<file path="config.mk">
export PLATFORM = sky130hd
export DESIGN_NAME = led_round_sequencer_flat
export DESIGN_NICKNAME = d
export VERILOG_FILES = /design/src/rtl/led_game_pkg.sv /design/src/rtl/led_round_sequencer_if.sv /design/src/rtl/led_round_sequencer_ms_tick.sv /design/src/rtl/led_round_sequencer.sv /design/src/flat_wrapper.sv
export SDC_FILE = /design/constraint.sdc
export NUM_CORES = 1
export LEC_CHECK = 0
export BUFFER_PORTS_ARGS = -buffer_cell sky130_fd_sc_hd__buf_2
export CAP_MARGIN = 20
export CORE_ASPECT_RATIO = 0.8
export CORE_UTILIZATION = 59
export CTS_BUF_LIST = sky130_fd_sc_hd__clkbuf_8
export CTS_CLUSTER_DIAMETER = 60
export CTS_CLUSTER_SIZE = 14
export DETAILED_ROUTE_END_ITERATION = 8
export GPL_ROUTABILITY_DRIVEN = 0
export PLACE_DENSITY = 0.84
export SLEW_MARGIN = 20
export SYNTH_ARGS = -nofsm -noshare
export SYNTH_HDL_FRONTEND = slang
export SYNTH_SLANG_ARGS = --single-unit
</file>
<file path="constraint.sdc">
create_clock -name clk -period 3.3 [get_ports clk]
set_input_delay 0.66 -clock clk [delete_from_list [all_inputs] [get_ports clk]]
set_output_delay 0.66 -clock clk [all_outputs]
set_load 0.01 [all_outputs]
</file>
<file path="src/rtl/led_game_pkg.sv">
// Shared game-timing definitions: phase state encoding and board clock rate.
// Used by the round sequencer and any other millisecond-timed block.
package led_game_pkg;

    typedef enum logic [1:0] {
        ST_IDLE = 2'd0,
        ST_ON   = 2'd1,
        ST_OFF  = 2'd2,
        ST_DONE = 2'd3
    } game_state_e;

    localparam int DEFAULT_CLKS_PER_MS = 50000;

    function automatic int max_int(input int a, input int b);
        return (a > b) ? a : b;
    endfunction

    // Counter width for a modulus n, never narrower than one bit.
    function automatic int width_for(input int n);
        return (n > 1) ? $clog2(n) : 1;
    endfunction

endpackage

</file>
<file path="src/rtl/led_round_sequencer_if.sv">
// Control/status bundle between the game controller and the round sequencer.
// slave = sequencer side, master = controller / key and display side.
interface led_round_sequencer_if #(
    parameter int NUM_LEDS   = 10,
    parameter int NUM_ROUNDS = 10
);
    localparam int IDX_W = $clog2(NUM_ROUNDS + 1);

    logic                start;
    logic                abort;
    logic [NUM_LEDS-1:0] enable;
    logic [IDX_W-1:0]    round_idx;
    logic                busy;
    logic                done;

    modport slave (
        input  start,
        input  abort,
        output enable,
        output round_idx,
        output busy,
        output done
    );

    modport master (
        output start,
        output abort,
        input  enable,
        input  round_idx,
        input  busy,
        input  done
    );

endinterface

</file>
<file path="src/rtl/led_round_sequencer_ms_tick.sv">
// ms_tick_gen: one-cycle tick every CLKS_PER_MS cycles, phase restarted by clear.
// Reusable by any block that needs a millisecond time base.
module ms_tick_gen
    import led_game_pkg::*;
#(
    parameter int CLKS_PER_MS = DEFAULT_CLKS_PER_MS
) (
    input  logic clk,
    input  logic rst_n,
    input  logic clear,
    output logic tick
);
    localparam int             CW   = width_for(CLKS_PER_MS);
    localparam logic [CW-1:0]  LAST = CW'(CLKS_PER_MS - 1);

    logic [CW-1:0] cnt_q;
    logic [CW-1:0] cnt_d;

    always_comb begin
        cnt_d = cnt_q + 1'b1;
        if (clear || (cnt_q == LAST)) begin
            cnt_d = '0;
        end
    end

    always_ff @(posedge clk or negedge rst_n) begin
        if (!rst_n) begin
            cnt_q <= '0;
        end else begin
            cnt_q <= cnt_d;
        end
    end

    // Tick comes from the registered count only, so clear can depend on it.
    assign tick = (cnt_q == LAST);

endmodule

</file>
<file path="src/rtl/led_round_sequencer.sv">
// Round sequencer: ON window / OFF gap per round, then a one-cycle done pulse.
// Optional LED_ROUND_SPEEDUP_EN shortens the ON window each round down to MIN_ON_MS.
module led_round_sequencer
    import led_game_pkg::*;
#(
    parameter int CLKS_PER_MS = DEFAULT_CLKS_PER_MS,
    parameter int ON_MS       = 1000,
    parameter int OFF_MS      = 500,
    parameter int NUM_ROUNDS  = 10,
    parameter int NUM_LEDS    = 10
`ifdef LED_ROUND_SPEEDUP_EN
    ,
    parameter int SPEEDUP_MS  = 50,
    parameter int MIN_ON_MS   = 200
`endif
) (
    input  logic                   clk,
    input  logic                   rst_n,
    led_round_sequencer_if.slave   bus
);
`ifdef LED_ROUND_SPEEDUP_EN
    localparam int MS_MAX = max_int(max_int(ON_MS, OFF_MS), MIN_ON_MS);
`else
    localparam int MS_MAX = max_int(ON_MS, OFF_MS);
`endif
    localparam int MSW   = $clog2(MS_MAX + 1);
    localparam int IDX_W = $clog2(NUM_ROUNDS + 1);

    localparam logic [MSW-1:0]   OFF_LAST   = MSW'(OFF_MS - 1);
    localparam logic [IDX_W-1:0] LAST_ROUND = IDX_W'(NUM_ROUNDS);

    game_state_e      state_q,  state_d;
    logic             start_q;
    logic [MSW-1:0]   ms_q,     ms_d;
    logic [IDX_W-1:0] round_q,  round_d;
    logic             enable_q, enable_d;
    logic             busy_q,   busy_d;
    logic             done_q,   done_d;

    logic             start_rise;
    logic             tick;
    logic             tick_clear;
    logic             expire;
    logic [MSW-1:0]   on_last;
    logic [MSW-1:0]   phase_last;

    ms_tick_gen #(
        .CLKS_PER_MS (CLKS_PER_MS)
    ) u_tick (
        .clk   (clk),
        .rst_n (rst_n),
        .clear (tick_clear),
        .tick  (tick)
    );

`ifdef LED_ROUND_SPEEDUP_EN
    logic signed [31:0] on_ms_s;

    // Signed so late rounds go negative instead of wrapping, then clamp.
    always_comb begin
        on_ms_s = ON_MS - (int'(round_q) - 1) * SPEEDUP_MS;
        if (on_ms_s < MIN_ON_MS) begin
            on_ms_s = MIN_ON_MS;
        end
        on_last = MSW'(on_ms_s - 1);
    end
`else
    assign on_last = MSW'(ON_MS - 1);
`endif

    assign start_rise = bus.start & ~start_q;
    assign phase_last = (state_q == ST_ON) ? on_last : OFF_LAST;
    // The phase ends on the tick that brings the ms count up to its length.
    assign expire     = tick && (ms_q == phase_last);

    always_ff @(posedge clk or negedge rst_n) begin
        if (!rst_n) begin
            state_q <= ST_IDLE;
        end else begin
            state_q <= state_d;
        end
    end

    always_comb begin
        state_d = state_q;
        round_d = round_q;

        case (state_q)
            ST_IDLE: begin
                if (start_rise && !bus.abort) begin
                    state_d = ST_ON;
                    round_d = IDX_W'(1);
                end
            end
            ST_ON: begin
                if (bus.abort) begin
                    state_d = ST_IDLE;
                end else if (expire) begin
                    state_d = (round_q < LAST_ROUND) ? ST_OFF : ST_DONE;
                end
            end
            ST_OFF: begin
                if (bus.abort) begin
                    state_d = ST_IDLE;
                end else if (expire) begin
                    state_d = ST_ON;
                    round_d = round_q + 1'b1;
                end
            end
            default: begin
                state_d = ST_IDLE;
            end
        endcase

        tick_clear = (state_d != state_q) || (state_q == ST_IDLE) || (state_q == ST_DONE);

        ms_d = ms_q;
        if (tick_clear) begin
            ms_d = '0;
        end else if (tick) begin
            ms_d = ms_q + 1'b1;
        end

        // Outputs are registered copies of what the next state implies.
        enable_d = (state_d == ST_ON);
        busy_d   = (state_d == ST_ON) || (state_d == ST_OFF);
        done_d   = (state_d == ST_DONE);
    end

    always_ff @(posedge clk or negedge rst_n) begin
        if (!rst_n) begin
            start_q  <= 1'b0;
            ms_q     <= '0;
            round_q  <= '0;
            enable_q <= 1'b0;
            busy_q   <= 1'b0;
            done_q   <= 1'b0;
        end else begin
            start_q  <= bus.start;
            ms_q     <= ms_d;
            round_q  <= round_d;
            enable_q <= enable_d;
            busy_q   <= busy_d;
            done_q   <= done_d;
        end
    end

    for (genvar gi = 0; gi < NUM_LEDS; gi++) begin : g_enable
        assign bus.enable[gi] = enable_q;
    end

    assign bus.round_idx = round_q;
    assign bus.busy      = busy_q;
    assign bus.done      = done_q;

endmodule

</file>
<file path="src/flat_wrapper.sv">
// flat-port wrapper written by rule: the top's interface ports become plain ports
module led_round_sequencer_flat import led_game_pkg::*;
#(
    parameter int CLKS_PER_MS = DEFAULT_CLKS_PER_MS,
    parameter int ON_MS       = 1000,
    parameter int OFF_MS      = 500,
    parameter int NUM_ROUNDS  = 10,
    parameter int NUM_LEDS    = 10

)
  (clk, rst_n, bus_start, bus_abort, bus_enable, bus_round_idx, bus_busy, bus_done);
  led_round_sequencer_if #(.NUM_LEDS(NUM_LEDS), .NUM_ROUNDS(NUM_ROUNDS)) bus_i ();
  input  logic clk;
  input  logic rst_n;
  input wire logic [$bits(bus_i.start)-1:0] bus_start;
  input wire logic [$bits(bus_i.abort)-1:0] bus_abort;
  output wire logic [$bits(bus_i.enable)-1:0] bus_enable;
  output wire logic [$bits(bus_i.round_idx)-1:0] bus_round_idx;
  output wire logic [$bits(bus_i.busy)-1:0] bus_busy;
  output wire logic [$bits(bus_i.done)-1:0] bus_done;
  assign bus_i.start = bus_start;
  assign bus_i.abort = bus_abort;
  assign bus_enable = bus_i.enable;
  assign bus_round_idx = bus_i.round_idx;
  assign bus_busy = bus_i.busy;
  assign bus_done = bus_i.done;
  led_round_sequencer #(.CLKS_PER_MS(CLKS_PER_MS), .ON_MS(ON_MS), .OFF_MS(OFF_MS), .NUM_ROUNDS(NUM_ROUNDS), .NUM_LEDS(NUM_LEDS)) u_core (.clk(clk), .rst_n(rst_n), .bus(bus_i));
endmodule
</file>
# == Yosys cells after proc, flatten, opt, wreduce, memory -nomap -nowiden ==
# Cells that the tools add are included.
# op_classes
addsub,3
multipliers,0
n_div,0
n_lt_le_gt_ge,1
eq_ne,12
shifts,0
muxes,15
n_bitwise,2
n_reduce_logical,11
# op_table
cell,count
10-bit 2-to-1 mux,3
"16-bit by 1-bit adder with 16-bit output, second input constant",1
"16-bit equality test, second input constant",1
16-bit 2-to-1 mux,1
4-bit 2-to-1 mux,3
"10-bit by 1-bit adder with 10-bit output, second input constant",1
10-bit equality test,1
2-bit 2-to-1 mux,5
"2-bit equality test, second input constant",4
4-bit one-hot mux with 2 select lines,1
2-bit one-hot mux with 3 select lines,1
"4-bit by 1-bit adder with 4-bit output, second input constant",1
"2-bit by 1-bit equality test with 1-bit output, second input constant",2
1-bit logical OR,4
"4-bit less-than comparator, second input constant",1
"2-bit by 1-bit != test with 1-bit output, second input constant",2
4-bit AND reduction,1
2-bit nonzero test,2
1-bit logical AND,2
2-bit zero test,1
2-bit != test,1
"2-bit != test, second input constant",1
1-bit AND,1
1-bit zero test,1
2 further kinds,2
# word_totals
register_bits,36
latch_bits,0
ramBits,0
romBits,0
input_bits,4
out_inout_bits,16
elab_cells,52
memories,0

# == Longest topological paths before layout ==
# Gate-level depths: netlist of run 1.
# depth
word_depth,12
depth_mapped,9
ltp_nobuf,8

# == Hierarchy ==
# Synthesis of run 1 repeated with hierarchy kept, for this count alone.
# unflattened
cells_unflattened,195
hier_area_um2,1914.3
# by_module_without_submodules
mod,n_inst,cells_each,area_per_inst_um2,seq_area_each_um2
led_round_sequencer,1,115,1122.3,500.5
ms_tick_gen,1,80,792.0,400.4

# == Least setup slack after synthesis of run 1 ==
# Ideal clock, no wire load.
# synth_path
path_kind,register -> register
startpoint,register u_core.u_tick.cnt_q[0]
endpoint,"register u_core.busy_q, in the netlist u_core.bus.busy"
setup_time_ns,0.113
arrival_ns,1.870
required_time_ns,3.187
slack_ns,1.317
stages_incl_launch_ff,10
path_buffers,1
period_less_slack_ns,1.983
cell_sequence,dfrtp_1 -> ha_1 -> and3_1 -> and4_1 -> buf_6 -> o2111ai_4 -> o211ai_1 -> a21oi_1 -> ha_1 -> inv_1
# synth_between
elab_chain_cells,7
word_cells_on_any_way,10
classes_between,3 x eq/ne; 5 x mux; 2 x reduce/logical
# synth_lines
element,line,source
"start, declared",led_round_sequencer_ms_tick.sv:16,logic [CW-1:0] cnt_q;
"start signal, assigned",led_round_sequencer_ms_tick.sv:30,cnt_q <= cnt_d;
16-bit equality test (*),led_round_sequencer_ms_tick.sv:35,assign tick = (cnt_q == LAST);
1-bit logical AND (*),led_round_sequencer.sv:74,assign expire = tick && (ms_q == phase_last);
"2-bit 2-to-1 mux, on equally long branches","led_round_sequencer.sv:105, led_round_sequencer.sv:98",
"2-bit 2-to-1 mux, on equally long branches","led_round_sequencer.sv:103, led_round_sequencer.sv:96",
2-bit one-hot mux with 3 select lines (*),led_round_sequencer.sv:88,case (state_q)
named net u_core.state_d[0],led_round_sequencer.sv:32,"game_state_e state_q, state_d;"
2-bit by 1-bit equality test with 1-bit output or 2-bit equality test (tied branches),led_round_sequencer.sv:126,busy_d = (state_d == ST_ON) || (state_d == ST_OFF);
1-bit logical OR (*),led_round_sequencer.sv:126,
named net u_core.busy_d,led_round_sequencer.sv:37,"logic busy_q, busy_d;"
"end signal, assigned",led_round_sequencer.sv:143,busy_q <= busy_d;
"end, declared",led_round_sequencer.sv:37,
# Mark *: on every way through the listed nets, which the timed path passes. The rest lies on a longest branch.
# A chain may end at the register's enable or synchronous reset.

# == Worst setup path in the final report of run 1 ==
# Same ends and word-level chain as after synthesis.

==> results of run 1 <==
-- per-stage QoR --
step	util	worst slack, ps
after floorplan	-	1317
after global placement	0.6385	1178
after detailed placement	0.6385	1062
after CTS	0.6791	1044
after global routing	0.6791	858.2
final	0.6791	1044
-- power by group --
part / leakage (nW) / internal, mW / switching, mW / total [mW]
clock: 0.0645 / 0.267 / 0.161 / 0.428
sequential: 0.493 / 0.445 / 0.00410 / 0.449
combinational: 0.394 / 0.0121 / 0.0274 / 0.0396
-- routing by layer --
layer	routed length (um)	up-vias	part of all wire
met5	0	-	0
met4	61	0	0.017
met3	154	11	0.042
met2	1844	34	0.50
met1	1616	697	0.44
li1	-	659	-
-- Yosys cell counts (all sizes together) (4+ instances only) --
cell	n	area [sq um]
xnor2	14	122.6
nor3	7	45.04
ha	5	62.56
nand3	11	55.05
nand2	12	47.55
nand4	6	43.79
dfrtp	36	900.9
nor2	33	123.9
xor2	9	78.83
inv	4	15.01
a21oi	4	23.77
and3	8	50.05
buf	12	91.33
-- cell families after synthesis --
kind of cell | count (synthesis) | synth area share
fa+ha+maj | 5 | 0.03220
simple gates | 92 | 0.2659
xor+xnor | 23 | 0.1037
mux | 2 | 0.01030
buf+inv | 19 | 0.06116
compound gates | 13 | 0.06311
flops | 36 | 0.4636
-- worst max path at each step --
stage | endpoint | slack (ps)
after floorplan | u_core.bus.busy$_DFF_PN0_ | 1320
after CTS | u_core.bus.busy$_DFF_PN0_ | 1040
final | u_core.bus.busy$_DFF_PN0_ | 1040
after detailed placement | u_core.bus.busy$_DFF_PN0_ | 1060
after global placement | u_core.bus.busy$_DFF_PN0_ | 1180
after global routing | u_core.bus.busy$_DFF_PN0_ | 860
-- layout make-up --
class | count | share of cell area
Multi-Input combinational cell | 135 | 0.4375
Timing Repair Buffer | 19 | 0.04505
Sequential cell | 36 | 0.4268
Clock buffer | 7 | 0.04564
Clock inverter | 1 | 0.01423
Inverter | 4 | 0.007113
Tap cell | 40 | 0.02371
-- worst max-delay path: cells and delay by family (launching register included) --
family,cells,cell delay (ps)
adders and majority gates,2,490
and+or+nand+nor,3,690
buffers and inverters,1,50
AOI/OAI and AO/OA,2,590
DFF,1,390
-- sequential cells by signal, summed over array words and instances (netlist names) --
register,count
u_core.u_tick.cnt_q,16
u_core.start_q,1
u_core.state_q,2
u_core.enable_q,1
u_core.bus.done,1
u_core.ms_q,10
u_core.bus.busy,1
u_core.bus.round_idx,4
==> qor.csv, run 1 <==
metric;value;unit
root_buffer;clkbuf_8;
critPathKind;reg2reg;
setup_viol;0;
dr.pass1.iters;4;
tightest_slew;784.5;ps
grt_max_degree;37;
coreArea;3108;sq um
cts_hold_buf;0;
io_pins;20;
track_usage;0.2374;
maxSlewViolCount;0;
fillers;238;
seq_area_frac_synth;0.4636;
area_delta_synth_final;8.628;%
drc;0;
cpMostUsedCell;ha_1;
final.setup.tns;0;ps
synthArstFlopShare;1.000;
synth_flop_cell;dfrtp_1;
syn_nets;199;
syn_area;1943;sq um
arrival;2490;ps
dr_total_vias;1401;
busiest_layer;met2;
fin_skew;8.868;ps
critPathCaptureType;register;
ys_warn_count;0;
cts_sinks;36;
clk_pin_slew_worst_paths;70;ps
p_leak;0.9513;nW
register_area;900.9;sq um
cts_max_level;2;
ys_ff_latch;36;
max_freq;0.4432;GHz
cp_slowest_cell;dfrtp_1;
cts_tree;yes;
synth_edf_count;0;
cap_violations;0;
dp_cells;234;
max-slew-margin-rel;0.4696;
grt_pass1_wl;6.078;mm
clkLatencyLatePin;300;ps
start_util;0.6252;
ff2ff_setup_slack;1040;ps
hold_viol_final;0;
crit_chain;ha_1 -> and3_1 -> and4_1 -> o2111a_4 -> nor2_1 -> a21oi_1 -> ha_1 -> inv_1;
grt_pass1_vias;1398;
synth_cell_types;43;
hold_slack;435.3;ps
cts_repair_resize_count;0;
routed_wl;3.677;mm
worstRegToRegCells;8;
path_max_fanout;5;
nets;210;
final_area;2111;sq um
avgViaCountPerCell;5.789;
startpoint_type;register;
grt.met1_usage;0.2840;
vdd_drop_max;0.3459;mV
routedWlPerCell;15.19;um
rsz0062_at_grt;no;
met2_usage;0.3997;
die_h;53.33;um
layout_common_cells;dfrtp_1 (36), nor2_1 (33), buf_2 (19);
multi_input_area;923.4;sq um
die_area;3528;sq um
required;3540;ps
avgSynthCellArea;10.23;sq um
cts_setup_buffers;0;
first_iter_violations;55;
detail-route-antenna-nets;0;
r2r_start;u_core.u_tick.cnt_q[0]$_DFF_PN0_;
synthCells;190;
hpwl;2.535;mm
placed_cell_area;1984;sq um
drive_gt1_frac;0.1931;
antenna_found_initial;0;
power.density;434.1;nW/um^2
final_common_cell;dfrtp_1;
cts_buffer_depth;2;
status;complete, no violations;
antenna_cells;0;
fin_crit_sh;0.6838;
use_met3;0.07543;
io_buffers;19;
layout.cells.non_filler;242;
std_cell_rows;18;
rr_endpoint;u_core.bus.busy$_DFF_PN0_;
power.total;0.9164;mW
dieWidth;66.16;um
hp-class;in2async;
slowest_delay;390;ps
period_minus_slack;2256;ps
numCtsBuffers;5;
overflow;0;
critical_path.startpoint;u_core.u_tick.cnt_q[0]$_DFF_PN0_;
Power figures use the tool's default switching activity.
==> run 2, diff against run 1 <==
--- a/config.mk
+++ b/config.mk
@@ -8,13 +8,13 @@
 export BUFFER_PORTS_ARGS = -buffer_cell sky130_fd_sc_hd__buf_2
 export CAP_MARGIN = 20
 export CORE_ASPECT_RATIO = 0.8
-export CORE_UTILIZATION = 59
+export CORE_UTILIZATION = 55
 export CTS_BUF_LIST = sky130_fd_sc_hd__clkbuf_8
 export CTS_CLUSTER_DIAMETER = 60
 export CTS_CLUSTER_SIZE = 14
 export DETAILED_ROUTE_END_ITERATION = 8
 export GPL_ROUTABILITY_DRIVEN = 0
-export PLACE_DENSITY = 0.84
+export PLACE_DENSITY = 0.82
 export SLEW_MARGIN = 20
 export SYNTH_ARGS = -nofsm -noshare
 export SYNTH_HDL_FRONTEND = slang
==> constraint.sdc (replaced) <==
create_clock -name clk -period 1.82 [get_ports clk]
set_input_delay 0.364 -clock clk [delete_from_list [all_inputs] [get_ports clk]]
set_output_delay 0.364 -clock clk [all_outputs]
set_load 0.01 [all_outputs]
==> run 2 against run 1 <==
The flow now finishes with violations (setup timing). Flip-flop and latch count is the same. Clock-buffer cell count is the same. Hold slack lost 320 ps. Non-clock buffer count grew 39. Worst setup slack lost 1100 ps. Critical path type unchanged. Largest cell class unchanged. Largest power group unchanged.
==> qor.csv, run 2 (synthesis results as in run 1) <==
metric;value;unit
status;complete, but fails checks;
violations;setup timing;
fin_crit_sh;1.037;
setup_viol;2;
p_leak;1.160;nW
overflow;0;
routedWlPerCell;15.25;um
final_area;2446;sq um
startpoint_type;register;
track_usage;0.2482;
clock_power_share;0.399;
power_switching;0.3225;mW
final_common_cell;buf_4;
clkLatencyLatePin;280;ps
internal_power;1.175;mW
root_buffer;clkbuf_8;
hold_viol_final;0;
detail-route-antenna-nets;0;
cts_max_level;2;
path_max_fanout;4;
first_iter_violations;125;
fin_skew;7.350;ps
antenna_cells;0;
required;2000;ps
cts_hold_buf;0;
hp-class;in2async;
cap_violations;0;
period_minus_slack;1888;ps
dr_total_vias;1558;
io_pins;20;
area_delta_synth_final;25.89;%
cts_tree;yes;
coreArea;3221;sq um
max_freq;0.5298;GHz
arrival;2070;ps
grt_pass1_vias;1457;
avgViaCountPerCell;5.564;
cts_sinks;36;
drc;0;
share_seq_of_total_power;0.544;
critPathCaptureType;register;
antenna_found_initial;0;
dieWidth;68.46;um
largest_reg_flops;16;
grt_pass1_wl;6.548;mm
finalWorstSetupSlack;-67.66;ps
layout.cells.non_filler;280;
nets;249;
layout_common_cells;buf_4 (39), dfrtp_1 (35), nor2_1 (33);
max-slew-margin-rel;0.6994;
cts_buffer_depth;2;
die_h;55.17;um
fillers;218;
swShare;0.2154;
std_cell_rows;18;
grt_max_degree;37;
critPathKind;reg2reg;
drive_gt1_frac;0.3750;
start_util;0.6033;
rsz0062_at_grt;yes;
routed_wl;4.270;mm
dr.pass1.iters;4;
placed_cell_area;2240;sq um
vdd_drop_max;0.5384;mV
numCtsBuffers;5;
dp_cells;267;
largest_register;u_core.u_tick.cnt_q;
power.density;612.1;nW/um^2
die_area;3776;sq um
comb_power_share;0.057;
io_buffers;19;
clk_pin_slew_worst_paths;70;ps
maxSlewViolCount;0;
hpwl;3.020;mm
tightest_slew;450.9;ps
## run 2: changes by cell type in the layout (fill, tap and decap cells not counted), sizes merged
cell / delta
bufinv: -1
buf: +39
## run 2: worst max-delay path, stage by stage, from the launching register on
cell       delay [ps]
dfrtp_1           410
nor4b_4           300
and4_4            290
o2111ai_4         140
o211ai_1          230
a21oi_2           110
ha_1              280
inv_1              30
## run 2: metrics by stage
step | hold WS [ps] | worst slack (ps) | TNS, ps | util | power (mW)
3_3_place_gp | 414.7 | -60.77 | -60.77 | 0.6954 | 0.9058
3_5_place_dp | 428.0 | -172.1 | -413.1 | 0.6954 | 0.9091
5_1_grt | 155.8 | -124.4 | -249.9 | 0.7595 | 1.558
4_1_cts | 119.5 | -107.2 | -133.7 | 0.7335 | 1.515
2_1_floorplan | 68.41 | -122.5 | -156.5 | - | 0.8826
6_report | 115.9 | -67.66 | -81.04 | 0.7595 | 1.497
## run 2: worst paths after layout
| check | start | endpoint | slack (ps) | cells past startpoint |
|---|---|---|---|---|
| setup reg to reg | u_core.u_tick.cnt_q[7]$_DFF_PN0_ | u_core.bus.busy$_DFF_PN0_ | -70 | 7 |
| hold reg to reg | u_core.bus.round_idx[0]$_DFFE_PN0P_ | u_core.bus.round_idx[0]$_DFFE_PN0P_ | 530 | 1 |
| min in group clk | bus_start | u_core.start_q$_DFF_PN0_ | 210 | 1 |
| setup / recovery | u_core.u_tick.cnt_q[7]$_DFF_PN0_ | u_core.bus.busy$_DFF_PN0_ | -70 | 7 |
| max in group asynchronous | rst_n | u_core.state_q[0]$_DFF_PN0_ | 1370 | 2 |
| hold / removal | rst_n | u_core.u_tick.cnt_q[10]$_DFF_PN0_ | 120 | 2 |
## run 2: area by class of cell
class	count	area, sq um	area share
multi-input cells	135	994.7	0.4066
clock buffers	7	96.34	0.03939
well taps	40	50.05	0.02046
inverters	4	15.01	0.006138
repair buffers	58	387.9	0.1586
flip-flops and latches	36	902.1	0.3688
## run 2: power by group through the flow
stage | Clock [mW] | Sequential [mW] | Combinational (mW)
after floorplan | 0 | 0.830 | 0.0530
after global placement | 0 | 0.828 | 0.0780
after detailed placement | 0 | 0.829 | 0.0804
after CTS | 0.618 | 0.813 | 0.0836
after global routing | 0.645 | 0.816 | 0.0971
final | 0.597 | 0.815 | 0.0860
## run 2: what timing repair did
item | 4_1_cts | 5_1_grt
pin swaps | 7 | 6
endpoints found under the setup margin | 7 | 16
resized for setup | 4 | 13
setup buffers | 2 | 4
## run 2: metal layers
metal | up-vias | wire, um | track usage
met1 | 771 | 1779 | 0.3005
met2 | 45 | 2235 | 0.4314
met5 | - | 0 | 0
met4 | 0 | 33 | 0.09375
met3 | 6 | 222 | 0.05943
li1 | 736 | - | -
